File: config.mk
export PLATFORM = sky130hd
export DESIGN_NAME = uart_frame_rx
export DESIGN_NICKNAME = d
export VERILOG_FILES = /design/src/rtl/uart_pkg.sv /design/src/rtl/uart_frame_buf.sv /design/src/rtl/uart_frame_rx.sv
export SDC_FILE = /design/constraint.sdc
export NUM_CORES = 1
export LEC_CHECK = 0
export CELL_PAD_IN_SITES_DETAIL_PLACEMENT = 1
export CELL_PAD_IN_SITES_GLOBAL_PLACEMENT = 1
export CORE_UTILIZATION = 50
export CTS_CLUSTER_SIZE = 30
export DETAILED_ROUTE_END_ITERATION = 6
export PLACE_DENSITY = 0.76
export SLEW_MARGIN = 20
export SYNTH_ARGS = -nofsm -noshare
export SYNTH_HDL_FRONTEND = slang
export SYNTH_SLANG_ARGS = --single-unit
File: constraint.sdc
create_clock -name i_clk -period 2.7 [get_ports i_clk]
set_input_delay 0.27 -clock i_clk [delete_from_list [all_inputs] [get_ports i_clk]]
set_output_delay 0.27 -clock i_clk [all_outputs]
set_load 0.02 [all_outputs]
File: src/rtl/uart_pkg.sv
// rtl/uart_pkg.sv - shared constants, state encodings and timeout math for the frame receiver
package uart_pkg;

  localparam logic [7:0] SYNC_BYTE = 8'hA5;

  localparam logic [2:0] ST_IDLE    = 3'd0;
  localparam logic [2:0] ST_LEN     = 3'd1;
  localparam logic [2:0] ST_PAYLOAD = 3'd2;
  localparam logic [2:0] ST_CHK     = 3'd3;
  localparam logic [2:0] ST_HOLD    = 3'd4;

  typedef struct packed {
    logic chk;
    logic len;
    logic timeout;
    logic overrun;
  } err_t;

  // Two byte times of 10 bit periods each, in clock cycles.
  function automatic int unsigned calc_timeout(input int unsigned clk_hz,
                                               input int unsigned baud);
    return 20 * (clk_hz / baud);
  endfunction

endpackage

File: src/rtl/uart_frame_buf.sv
// rtl/uart_frame_buf.sv - payload storage with one synchronous write and one registered read port
module uart_frame_buf #(
  parameter int unsigned depth = 16,
  parameter int unsigned aw    = 4
) (
  input  logic          i_clk,
  input  logic          i_rst,
  input  logic          i_wr_en,
  input  logic [aw-1:0] i_wr_addr,
  input  logic [7:0]    i_wr_data,
  input  logic [aw-1:0] i_rd_addr,
  output logic [7:0]    o_rd_data
);

  logic [7:0] mem_q [depth];
  logic [7:0] rd_data_q;
  logic [7:0] rd_data_d;

  always_comb begin
    rd_data_d = mem_q[i_rd_addr];
  end

  // Memory contents deliberately survive reset; only the read register clears.
  always_ff @(posedge i_clk) begin
    if (i_wr_en) begin
      mem_q[i_wr_addr] <= i_wr_data;
    end
  end

  always_ff @(posedge i_clk) begin
    if (!i_rst) begin
      rd_data_q <= 8'd0;
    end else begin
      rd_data_q <= rd_data_d;
    end
  end

  assign o_rd_data = rd_data_q;

endmodule

File: src/rtl/uart_frame_rx.sv
// rtl/uart_frame_rx.sv - SYNC/LEN/payload/CHK frame parser holding one checked frame until acknowledged
module uart_frame_rx
  import uart_pkg::*;
#(
  parameter int unsigned input_clk_hz = 12_000_000,
  parameter int unsigned baud_rate    = 9600,
  parameter int unsigned max_len      = 16
) (
  input  logic                       i_clk,
  input  logic                       i_rst,
  input  logic [7:0]                 i_data,
  input  logic                       i_ready,
  output logic                       o_frame_valid,
  output logic [$clog2(max_len):0]   o_frame_len,
  input  logic [$clog2(max_len)-1:0] i_rd_addr,
  output logic [7:0]                 o_rd_data,
  input  logic                       i_frame_ack,
  output logic                       o_err_chk,
  output logic                       o_err_len,
  output logic                       o_err_timeout,
  output logic                       o_err_overrun
);

  localparam int unsigned AW        = $clog2(max_len);
  localparam int unsigned LW        = AW + 1;
  localparam int unsigned TMO_LIMIT = calc_timeout(input_clk_hz, baud_rate);
  localparam int unsigned TW        = $clog2(TMO_LIMIT + 1);
  localparam logic [TW-1:0] TMO_LAST  = TW'(TMO_LIMIT - 1);
  localparam logic [8:0]    MAX_LEN_9 = 9'(max_len);

  logic [2:0]    state_q, state_d;
  logic [LW-1:0] len_q, len_d;
  logic [LW-1:0] idx_q, idx_d;
  logic [7:0]    xor_q, xor_d;
  logic [TW-1:0] tmo_q, tmo_d;
  err_t          err_q, err_d;
  logic          valid_q, valid_d;

  logic          wr_en;
  logic          len_ok;
  logic          in_frame;
  logic [LW-1:0] idx_inc;

  assign len_ok   = (i_data != 8'd0) && ({1'b0, i_data} <= MAX_LEN_9);
  assign in_frame = (state_q == ST_LEN) || (state_q == ST_PAYLOAD) || (state_q == ST_CHK);
  assign idx_inc  = idx_q + LW'(1);

  always_comb begin
    state_d = state_q;
    len_d   = len_q;
    idx_d   = idx_q;
    xor_d   = xor_q;
    tmo_d   = '0;
    err_d   = '0;
    wr_en   = 1'b0;

    case (state_q)
      ST_IDLE: begin
        if (i_ready && (i_data == SYNC_BYTE)) begin
          state_d = ST_LEN;
        end
      end
      ST_LEN: begin
        if (i_ready) begin
          if (len_ok) begin
            len_d   = LW'(i_data);
            xor_d   = i_data;
            idx_d   = '0;
            state_d = ST_PAYLOAD;
          end else begin
            err_d.len = 1'b1;
            state_d   = ST_IDLE;
          end
        end
      end
      ST_PAYLOAD: begin
        if (i_ready) begin
          wr_en = 1'b1;
          xor_d = xor_q ^ i_data;
          idx_d = idx_inc;
          if (idx_inc == len_q) begin
            state_d = ST_CHK;
          end
        end
      end
      ST_CHK: begin
        if (i_ready) begin
          if (i_data == xor_q) begin
            state_d = ST_HOLD;
          end else begin
            err_d.chk = 1'b1;
            state_d   = ST_IDLE;
          end
        end
      end
      ST_HOLD: begin
        // Incoming bytes are dropped while a frame is held; ack still wins.
        if (i_ready) begin
          err_d.overrun = 1'b1;
        end
        if (i_frame_ack) begin
          state_d = ST_IDLE;
        end
      end
      default: begin
        state_d = ST_IDLE;
      end
    endcase

    // A byte arriving in the limit cycle takes priority over the timeout.
    if (in_frame && !i_ready) begin
      if (tmo_q == TMO_LAST) begin
        err_d.timeout = 1'b1;
        state_d       = ST_IDLE;
      end else begin
        tmo_d = tmo_q + TW'(1);
      end
    end

    valid_d = (state_d == ST_HOLD);
  end

  always_ff @(posedge i_clk) begin
    if (!i_rst) begin
      state_q <= ST_IDLE;
      len_q   <= '0;
      idx_q   <= '0;
      xor_q   <= 8'd0;
      tmo_q   <= '0;
      err_q   <= '0;
      valid_q <= 1'b0;
    end else begin
      state_q <= state_d;
      len_q   <= len_d;
      idx_q   <= idx_d;
      xor_q   <= xor_d;
      tmo_q   <= tmo_d;
      err_q   <= err_d;
      valid_q <= valid_d;
    end
  end

  uart_frame_buf #(
    .depth (max_len),
    .aw    (AW)
  ) u_buf (
    .i_clk     (i_clk),
    .i_rst     (i_rst),
    .i_wr_en   (wr_en),
    .i_wr_addr (idx_q[AW-1:0]),
    .i_wr_data (i_data),
    .i_rd_addr (i_rd_addr),
    .o_rd_data (o_rd_data)
  );

  assign o_frame_valid = valid_q;
  assign o_frame_len   = len_q;
  assign o_err_chk     = err_q.chk;
  assign o_err_len     = err_q.len;
  assign o_err_timeout = err_q.timeout;
  assign o_err_overrun = err_q.overrun;

endmodule

== Word level (Yosys, flattened, before mapping) ==
Memories as Yosys holds them, arrays and structs flattened. A register that Yosys moved wholly into a read port is not among the register bits.
Cells that the tools add are included.
Operators by class
  mux-type cells: 26
  reductions and logical operators: 17
  add/subtract/negate cells: 2
  eq/ne operators: 12
  $lt $le $gt $ge: 1
  bitwise gates (word level): 3
Operators with widths (count)
  $mux 3: 9
  $mux 8: 3
  $pmux 8 s2: 1
  $add 15x1->15 const B: 1
  $eq 15x15->1 const B: 1
  $mux 5: 3
  $pmux 3 s5: 1
  $pmux 5 s2: 1
  $reduce_and 3->1: 3
  $eq 8x8->1: 1
  $eq 8x8->1 const B: 1
  $le 8x5->1 const B: 1
  $reduce_bool 8->1: 1
  $xor 8x8->8: 1
  $mux 1: 7
  $eq 3x2->1 const B: 2
  $eq 3x3->1 const B: 2
  $ne 2x2->1 const B: 3
  $add 5x1->5 const B: 1
  $eq 5x5->1: 1
  $reduce_and 2->1: 2
  $reduce_and 4->1: 1
  $eq 3x1->1 const B: 1
  $logic_and 1x1->1: 3
  7 further kinds: 10
Storage, ports and cells
  memories kept: 1
  word-level logic and storage cells: 72
  output and inout bits: 18
  RAM bits: 128
  input bits: 16
  flip-flop bits (word level): 41
Memory list
  u_buf.mem_q: words 16, bits a word 8, read ports 1, clocked after Yosys merged registers in 1, write ports 1, line uart_frame_buf.sv:15  | logic [7:0] mem_q [depth];

== Longest topological paths before layout ==
Gate-level depths: netlist (run 1).
  depth after elaboration: 8
  mapped depth: 7
  gate-level depth less buffers: 6

== Cells and area by module ==
A second synthesis (run 1) with hierarchy kept.
Unflattened totals
  cells, all modules: 495
  area, all modules: 7288.2 um^2
Modules (own cells, without submodules)
  uart_frame_buf: cells an instance 228, times used 1, sequential area each 4003.8 um^2, area an instance 5162.5 um^2
  uart_frame_rx: cells an instance 267, times used 1, sequential area each 820.8 um^2, area an instance 2125.8 um^2

== Worst setup path before layout (run 1) ==
No wires, ideal clock.
  path type: input to register
  start: input i_ready
  end: memory u_buf.mem_q[0][0], enable pin
  data required time: 2.317 ns
  buffers on the path: 3
  library setup time: 0.383 ns
  data arrival time: 1.881 ns
  stages on the path: 6
  setup slack: 0.436 ns
  cells stage by stage: clkbuf_1 nor4bb_1 clkbuf_1 buf_2 nand2_1 nor3_1
On the way
  word-level cells in the longest chain between the ends: 4
Ends and longest elaborated chain
  from (decl): line uart_frame_rx.sv:12  | input logic i_ready,
  $mux 1: line uart_frame_rx.sv:77  | if (i_ready) begin
  $mux 1: line uart_frame_rx.sv:57  | case (state_q)
  $mux 1: line uart_frame_buf.sv:25  | if (i_wr_en) begin
  $mux 1 (not written as such): line uart_frame_buf.sv:26  | mem_q[i_wr_addr] <= i_wr_data;
  to (decl): line uart_frame_buf.sv:15
No other way between the ends.

== Worst setup path after layout (run 1) ==
  start: register state_q[0]
  end: register len_q[2] (netlist: o_frame_len[2])
On the way
  word-level cells in the longest chain between the ends: 2
Ends and longest elaborated chain
  from (decl): line uart_frame_rx.sv:31  | logic [2:0] state_q, state_d;
  from (signal assigned): line uart_frame_rx.sv:133  | state_q <= state_d;
  $eq 3x1->1: line uart_frame_rx.sv:57
  $reduce_and 3->1 (no source line)
  to (signal assigned): line uart_frame_rx.sv:134  | len_q <= len_d;
  to (decl): line uart_frame_rx.sv:32  | logic [LW-1:0] len_q, len_d;
No other way between the ends.
A chain may end at the register's enable or synchronous reset.

==> results of run 1 <==
where the power goes:
part	leakage (uW)	internal (uW)	switching [uW]
registers	0.00155	2920	8.20
logic	0.000975	126	161
clock network	0.000280	1530	937
total	0.00280	4570	1110
cell type report:
cell class	count	area share
clock buffers	22	0.0521
clock inverters	9	0.0163
inverters	3	0.00132
multi-input cells	277	0.266
flip-flops and latches	177	0.566
well taps	180	0.0264
repair buffers	68	0.0719
cells in the mapped netlist (3+ instances only):
cell,n
clkbuf_1,16
a311oi_1,3
mux2i_1,18
nor4_1,3
xor2_1,15
nor2_1,39
nor4b_1,3
and3_1,5
mux4_2,32
xnor2_1,12
o22ai_1,8
edfxtp_1,128
ha_1,5
nor3_1,14
nand2_1,26
a21oi_1,24
dfxtp_1,49
nand2b_1,8
nand3_1,17
o21ai_0,14
buf_2,7
nand4b_1,7
registers in the layout (all words and copies together), names as in the netlist:
| signal | flops |
|---|---|
| o_err_len | 1 |
| o_err_overrun | 1 |
| state_q | 3 |
| o_err_chk | 1 |
| o_frame_valid | 1 |
| o_frame_len | 5 |
| tmo_q | 15 |
| idx_q | 5 |
| o_err_timeout | 1 |
| u_buf.mem_q | 128 |
| xor_q | 8 |
| u_buf.o_rd_data | 8 |
routing by layer:
layer	GRT usage	vias up	share of wire
met5	0	-	0
met4	0.0910	0	0.017
met3	0.0520	19	0.038
met2	0.444	108	0.53
met1	0.306	2238	0.41
li1	-	1972	-
metrics by stage:
stage | utilization | hold WS (ns) | TNS (ns)
floorplan | - | 0.369 | 0
global placement | 0.568 | 0.443 | 0
detailed placement | 0.568 | 0.466 | -0.432
CTS | 0.609 | 0.477 | 0
global route | 0.610 | 0.516 | 0
finish | 0.610 | 0.478 | 0
kinds of logic after synthesis:
| group | share of synthesized area |
|---|---|
| XOR/XNOR | 0.0328 |
| buffers and inverters | 0.0165 |
| adder cells (fa/ha/maj) | 0.00868 |
| AND/OR/NAND/NOR | 0.0973 |
| AO/OA/AOI/OAI | 0.0481 |
| multiplexers | 0.127 |
| flip-flops | 0.670 |
layout by cell type (no fill, tap or decap), types with 3 or more instances in the layout:
cell,netlist,layout
ha_1,5,5
nor4b_1,3,3
nor2_1,39,39
nand2_1,26,26
bufinv_16,0,4
o22ai_1,8,8
a311oi_1,3,3
edfxtp_1,128,128
nand2b_1,8,8
nor3_1,14,14
nand3_1,17,17
clkdlybuf4s50_1,0,32
dfxtp_1,49,49
nand4b_1,7,7
mux2i_1,18,18
xor2_1,15,15
and3_1,5,5
mux4_2,32,32
buf_4,0,33
nor4_1,3,3
a21oi_1,24,23
o21ai_0,14,14
clkinv_1,1,6
clkbuf_1,16,5
clkbuf_16,0,17
xnor2_1,12,12
worst min path at each step:
stage / startpoint / end / slack (ns)
after floorplan: i_data[0] / u_buf.mem_q[0][0]$_DFFE_PP_ / 0.37
after global placement: tmo_q[0]$_SDFF_PP0_ / tmo_q[0]$_SDFF_PP0_ / 0.44
after detailed placement: tmo_q[0]$_SDFF_PP0_ / tmo_q[0]$_SDFF_PP0_ / 0.47
after CTS: tmo_q[0]$_SDFF_PP0_ / tmo_q[0]$_SDFF_PP0_ / 0.48
after global routing: tmo_q[0]$_SDFF_PP0_ / tmo_q[0]$_SDFF_PP0_ / 0.52
final: tmo_q[0]$_SDFF_PP0_ / tmo_q[0]$_SDFF_PP0_ / 0.48
worst max-delay path, cell delays in order, from the launching register on:
cell	delay [ns]
dfxtp_1	0.51
nor3b_2	0.56
nand2_1	0.29
nor2_1	0.46
nand2_1	0.10
a21oi_1	0.16
==> qor.txt, run 1 <==
critical path startpoint category = flop
post-synthesis async set-or-reset flop share = 0
port bufs = 33
Place WS = -0.0931 ns
total power = 5680 uW
H-tree levels = 4
Yosys warnings = 0
Max FO, Critical Path = 9
reg2reg setup slack = 0.51 ns
smallest setup slack after layout = 0.511 ns
register area = 4820 um2
Clk pin slew, worst setup/hold paths = 0.06 ns
hold-fix buffers at CTS = 0
initial DRC count = 313
crit path capture = o_frame_len[2]$_SDFFE_PN0P_
final std cells w/o fill = 736
R2R cell count = 5
worst-margin pin slew = 0.647 ns
CTS Buf Count = 17
P_leak = 0.00280 uW
share of the synthesized area in the top cell type = 0.534
area delta synth->final = 18.4%
Tmin final = 2.19 ns
Die Area = 14,900 um2
CTS Sinks = 177
maximum vdd ir drop = 0.000374 V
Synth Flop Type = edfxtp_1
unique cell type count in the Yosys netlist = 44
wirelength, routed = 17,200 um
Longest Clk Path Bufs = 2
Syn Nets = 504
diode count = 0
fillcell total = 1,327
Crit. End Element = flop
DIE WIDTH = 122 um
vias in the first global route = 4,559
Crit Path Class = reg -> reg
Antenna Violating Nets Remaining = 0
Multi-input gate area = 2270 um2
RSZ-0062 raised after global routing = no
clock skew = 0.00731 ns
status = finished clean
Req. time, crit path = 3.03 ns
setup violators final = 0
Power Density = 666 nW/um2
Worst R2R End = o_frame_len[2]$_SDFFE_PN0P_
share of cells above drive strength 1 = 0.173
Critical path origin = state_q[0]$_SDFF_PN0_
total of max-cap violations = 0
cell taking the most area after synthesis = edfxtp_1
# resized after CTS = 0
Post-Syn Area per Cell = 14.9 um2
Clk Latency, worst-skew pair = 0.42 ns
DRT Pass-1 Iters = 4
global-route wire length before repair = 26,300 um
vias per inst = 5.89
hold path cells = 1
worst r2r src = state_q[0]$_SDFF_PN0_
GPL Wtd Cong = 0.792
flops & latches, synth = 177
Post-Syn Instances = 483
placed insts = 705
drt wl/cell = 23.3 um
pin count of the biggest net entering global routing = 33
ranking of synthesized cells by area = edfxtp_1 (53%), dfxtp_1 (14%), mux4_2 (10%), mux2i_1 (2.5%), nor2_1 (2.0%)
Post-CTS Setup Bufs = 0
DRC = 0
final hold viol count = 0
Core ar. = 14,000 um2
Die Ht = 122 um
initial core utilization = 0.515
total global routing overflow = 0
Tot GR Track Use = 0.252
Slew Limit Fails = 0
worst hold path type = reg -> reg
initial antenna violation count = 0
dpl cell area = 7940 um2
period utilisation layout = 0.811
Post-synth EDFFs = 128
Design Area, Final = 8530 um2
placement row count = 43
Data arrival, critical path = 2.52 ns
# IOs = 34
CTS root buffer = clkbuf_16
DP HPWL = 11,200 um
relative slew slack = 0.568
post-synthesis sequential area ratio = 0.670
f_max = 0.457 GHz
Post-Syn Area = 7200 um2
CTS tree = done
Final Net Count = 565
via count = 4,337
No activity file was read; power rests on OpenSTA's default activity.
==> run 2: changes to the inputs <==
Clock period 2.7 ns to 2.1 ns, I/O delays scaled along.
==> run 2 against run 1 <==
First-iteration DRC count down 0.32%; non-clock buffer count up 14; power is 27% higher; sequential share of layout area shrank 0.54 points; flip-flop and latch count stayed put; final cell count is 2.0% higher; clock-buffer cell count fell by 1; clock skew up 0.0030 ns; critical path depth unchanged; final area rose by 0.97%.
==> qor.txt, run 2 (synthesized netlist as in run 1, its figures left out) <==
# IOs = 34
Longest Clk Path Bufs = 2
Crit. End Element = flop
worst path cell trace = nor4bb_2 -> buf_4 -> nand2_1 -> nor2_1 -> buf_4
GPL Wtd Cong = 0.769
Reg power frac = 0.523
Buf/Inv on CP = 2
CTS tree = done
f_max = 0.532 GHz
CP max stage delay = 0.42 ns
placed insts = 719
via count = 4,473
Req. time, crit path = 2.23 ns
Worst path slowest cell = dfxtp_1
worst hold path type = reg -> reg
initial DRC count = 312
CTS Buf Count = 17
setup violators final = 0
initial core utilization = 0.515
maximum vdd ir drop = 0.000644 V
crit-path most repeated cell = buf_4
Slew Limit Fails = 0
smallest setup slack after layout = 0.221 ns
port bufs = 33
Clk pin slew, worst setup/hold paths = 0.06 ns
Max FO, Critical Path = 9
total global routing overflow = 0
RSZ-0062 raised after global routing = no
area delta synth->final = 19.5%
final hold viol count = 0
global-route wire length before repair = 27,900 um
clock share of power = 0.424
Place WS = -0.0743 ns
top flop regs = u_buf.mem_q x128, tmo_q x15
vias per inst = 5.96
most frequent cells in the layout = edfxtp_1 (128), dfxtp_1 (49), buf_4 (47)
DRT Pass-1 Iters = 4
Gate power share = 0.053
share of cells above drive strength 1 = 0.200
initial antenna violation count = 0
Crit Path Class = reg -> reg
critical path startpoint category = flop
DP HPWL = 12,100 um
total of max-cap violations = 0
delay-heaviest family, CP = simple AND/OR/NAND/NOR gates
final std cells w/o fill = 751
DIE WIDTH = 122 um
Hold Worst Slack = 0.474 ns
Switching Fraction = 0.209
diode count = 0
Clk Latency, worst-skew pair = 0.43 ns
clock skew = 0.0103 ns
DRC = 0
H-tree levels = 4
vias in the first global route = 4,771
worst-margin pin slew = 0.507 ns
Antenna Violating Nets Remaining = 0
relative slew slack = 0.661
Tot GR Track Use = 0.265
period utilisation layout = 0.895
hold-fix buffers at CTS = 0
commonest non-fill, non-tap cell in the layout = edfxtp_1
drt wl/cell = 24.2 um
pin count of the biggest net entering global routing = 33
CTS Sinks = 177
Power Density = 836 nW/um2
# resized after CTS = 0
Biggest register = u_buf.mem_q
placement row count = 43
Die Ht = 122 um
Final Net Count = 579
NetSw = 1500 uW
Tmin final = 1.88 ns
P_leak = 0.00286 uW
Die Area = 14,900 um2
Largest register FFs = 128
Core ar. = 14,000 um2
Post-CTS Setup Bufs = 0
Data arrival, critical path = 2.01 ns
wirelength, routed = 18,200 um
status = finished clean
CTS root buffer = clkbuf_16
Int Power = 5700 uW
[run 2: cell types whose count changed in the layout (fill, tap and decap cells not counted), sizes merged]
cell,previous run,this run
clkinv,6,7
buf,36,50
clkinvlp,0,2
clkbuf,22,21
inv,2,3
bufinv,4,2
[run 2: area by class of cell]
class                      instances  area [um2]
fill                            1350        5380
sequential                       177        4820
multi-input combinational        277        2270
timing repair buffer              82         718
clock buffer                      21         450
tap                              180         225
clock inverter                    11         114
inverter                           3        11.3
[run 2: path summary, 6_finish.rpt]
| check | slack, ns | start | depth (start not counted) | endpoint |
|---|---|---|---|---|
| worst min register to register | 0.47 | tmo_q[0]$_SDFF_PP0_ | 1 | tmo_q[0]$_SDFF_PP0_ |
| worst max register to register | 0.22 | state_q[0]$_SDFF_PN0_ | 5 | u_buf.mem_q[8][4]$_DFFE_PP_ |
| worst min-delay path | 0.47 | tmo_q[0]$_SDFF_PP0_ | 1 | tmo_q[0]$_SDFF_PP0_ |
| worst max-delay path | 0.22 | state_q[0]$_SDFF_PN0_ | 5 | u_buf.mem_q[8][4]$_DFFE_PP_ |
[run 2: metrics by stage]
stage / instance area [um2] / power [uW] / setup TNS, ns / util
2_1_floorplan: 7200 / 4030 / -3.73 / -
3_3_place_gp: 8050 / 4210 / -0.0176 / 0.575
5_1_grt: 8610 / 7380 / 0 / 0.616
3_5_place_dp: 8050 / 4230 / -0.743 / 0.575
6_report: 8610 / 7200 / 0 / 0.616
4_1_cts: 8610 / 7240 / 0 / 0.616
[run 2: power by group through the flow]
stage / sequential [uW] / combinational (uW) / clock [uW]
finish: 3770 / 383 / 3050
global placement: 3840 / 370 / 0
global route: 3770 / 409 / 3210
detailed placement: 3840 / 384 / 0
floorplan: 3850 / 176 / 0
CTS: 3770 / 388 / 3080
[run 2: metal layers]
layer  part of all wire  track usage
met1               0.40        0.317
met2               0.53        0.474
met3              0.047       0.0412
met4              0.024        0.112
met5                  0            0
[run 2: worst reg2reg max path: stages, from the launching register on]
cell and delay, ns:
dfxtp_1 0.42, nor4bb_2 0.41, buf_4 0.21, nand2_1 0.15, nor2_1 0.17, buf_4 0.23
==> run 3: changes to the inputs <==
Settings changed: CORE_UTILIZATION 50 to 45, PLACE_DENSITY 0.76 to 0.7.
==> run 3 against run 2 <==
Sequential share of layout area rose by 0.20 points; clock power fell by 4%; final area shrank 0.35%; global-route usage down 4.8 points; maximum frequency is 0.34% lower; hold slack lost 0.015 ns; clock skew is 0.0024 ns lower; non-clock buffer count fell by 7; core utilization fell by 5.9 points; via count shrank 3.1%; combinational power decreased by 3%; critical endpoint is now tmo_q[9]$_SDFF_PP0_; largest cell class unchanged; largest power group unchanged.
==> qor.txt, run 3 (synthesized netlist as in run 1, its figures left out) <==
initial DRC count = 333
Crit. End Element = flop
total global routing overflow = 0
Tot GR Track Use = 0.218
final std cells w/o fill = 774
port bufs = 33
Die Ht = 129 um
Tmin final = 1.89 ns
vias per inst = 5.60
Hold Worst Slack = 0.458 ns
worst hold path type = in -> reg
Clk Latency, worst-skew pair = 0.43 ns
worst-margin pin slew = 0.562 ns
wirelength, routed = 16,300 um
Largest register FFs = 128
period utilisation layout = 0.898
status = finished clean
f_max = 0.530 GHz
Power Density = 824 nW/um2
P_leak = 0.00283 uW
hold path cells = 3
Longest Clk Path Bufs = 2
worst path cell trace = ha_1 -> nand2_1 -> nor4_1 -> nand3_1 -> nand2_1 -> nor2_1
relative slew slack = 0.623
# IOs = 34
CTS tree = done
Max FO, Critical Path = 14
R2R cell count = 6
setup violators final = 0
DP HPWL = 10,900 um
Data arrival, critical path = 2.19 ns
RSZ-0062 raised after global routing = no
CTS Sinks = 177
top flop regs = u_buf.mem_q x128, tmo_q x15
initial antenna violation count = 0
Worst path slowest cell = nand2_1
final hold viol count = 0
initial core utilization = 0.467
Slew Limit Fails = 0
reg2reg setup slack = 0.21 ns
diode count = 0
most frequent cells in the layout = edfxtp_1 (128), dfxtp_1 (49), buf_4 (40)
Worst R2R End = tmo_q[9]$_SDFF_PP0_
maximum vdd ir drop = 0.000537 V
Die Area = 16,500 um2
Biggest register = u_buf.mem_q
Clk pin slew, worst setup/hold paths = 0.07 ns
Final Core Density = 0.556
commonest non-fill, non-tap cell in the layout = edfxtp_1
global-route wire length before repair = 25,900 um
DIE WIDTH = 129 um
Antenna Violating Nets Remaining = 0
CTS Buf Count = 17
GPL Wtd Cong = 0.777
Final Net Count = 572
Crit Path Class = reg -> reg
critical path startpoint category = flop
total of max-cap violations = 0
pin count of the biggest net entering global routing = 33
DRC = 0
Req. time, crit path = 2.40 ns
CP max stage delay = 0.44 ns
hold path endpoint = state_q[2]$_SDFF_PN0_
CTS root buffer = clkbuf_16
clock skew = 0.00796 ns
Hold Crit Start = i_frame_ack
placement row count = 45
H-tree levels = 4
Core ar. = 15,400 um2
DRT Pass-1 Iters = 4
vias in the first global route = 4,684
area delta synth->final = 19.1%
via count = 4,336
placed insts = 743
share of cells above drive strength 1 = 0.197
crit-path most repeated cell = nand2_1
worst r2r src = tmo_q[0]$_SDFF_PP0_
drt wl/cell = 21.0 um
[run 3: changes by cell type in the layout (fill, tap and decap cells not counted), sizes merged]
cell    previous run  this run
bufinv             2         1
inv                3         5
clkinv             7         9
clkbuf            21        17
buf               50        43
[run 3: worst max-delay path by stage]
stage	to	depth (start not counted)	slack [ns]	from
after floorplan	u_buf.mem_q[0][0]$_DFFE_PP_	6	-0.16	state_q[1]$_SDFF_PN0_
after global placement	xor_q[4]$_SDFFE_PN0P_	6	-0.002	i_data[5]
after detailed placement	xor_q[4]$_SDFFE_PN0P_	6	-0.05	i_data[5]
after CTS	xor_q[4]$_SDFFE_PN0P_	4	0.14	state_q[0]$_SDFF_PN0_
after global routing	tmo_q[12]$_SDFF_PP0_	6	0.02	tmo_q[0]$_SDFF_PP0_
final	tmo_q[9]$_SDFF_PP0_	6	0.21	tmo_q[0]$_SDFF_PP0_
[run 3: stage by stage]
| stage | setup WS, ns | setup TNS, ns | power, uW | area (um2) |
|---|---|---|---|---|
| 6_report | 0.215 | 0 | 7070 | 8580 |
| 3_5_place_dp | -0.0512 | -0.135 | 4220 | 8030 |
| 5_1_grt | 0.0200 | 0 | 7280 | 8580 |
| 4_1_cts | 0.140 | 0 | 7150 | 8570 |
| 2_1_floorplan | -0.155 | -3.73 | 4030 | 7200 |
| 3_3_place_gp | -0.00216 | -0.00216 | 4210 | 8030 |
[run 3: power by group]
| part | internal (uW) | total (uW) | switching, uW |
|---|---|---|---|
| clock network | 1620 | 2930 | 1310 |
| logic | 168 | 372 | 205 |
| registers | 3750 | 3760 | 10.1 |
| total | 5540 | 7070 | 1530 |
[run 3: area by class of cell]
class | instances | area (um2)
fill | 1532 | 6850
timing repair buffer | 75 | 666
clock inverter | 14 | 116
tap | 211 | 264
sequential | 177 | 4820
inverter | 3 | 11.3
multi-input combinational | 277 | 2270
clock buffer | 17 | 425
[run 3: routing by layer]
metal / track usage / vias up / wire (um)
met3: 0.0457 / 25 / 645
met5: 0 / - / 0
li1: - / 1993 / -
met2: 0.373 / 106 / 8210
met4: 0.0913 / 0 / 365
met1: 0.269 / 2212 / 7030
[run 3: critical path: cells and delay by family, from the launching register on]
family / cells / cell delay, ns
simple gates: 5 / 1.11
flops: 1 / 0.38
fa+ha+maj: 1 / 0.26
[run 3: what timing repair did]
item	4_1_cts	5_1_grt
endpoints found under the hold margin	0	0
buffers inserted	0	0
hold buffers	0	0
resized for setup	0	1
endpoints found under the setup margin	0	1
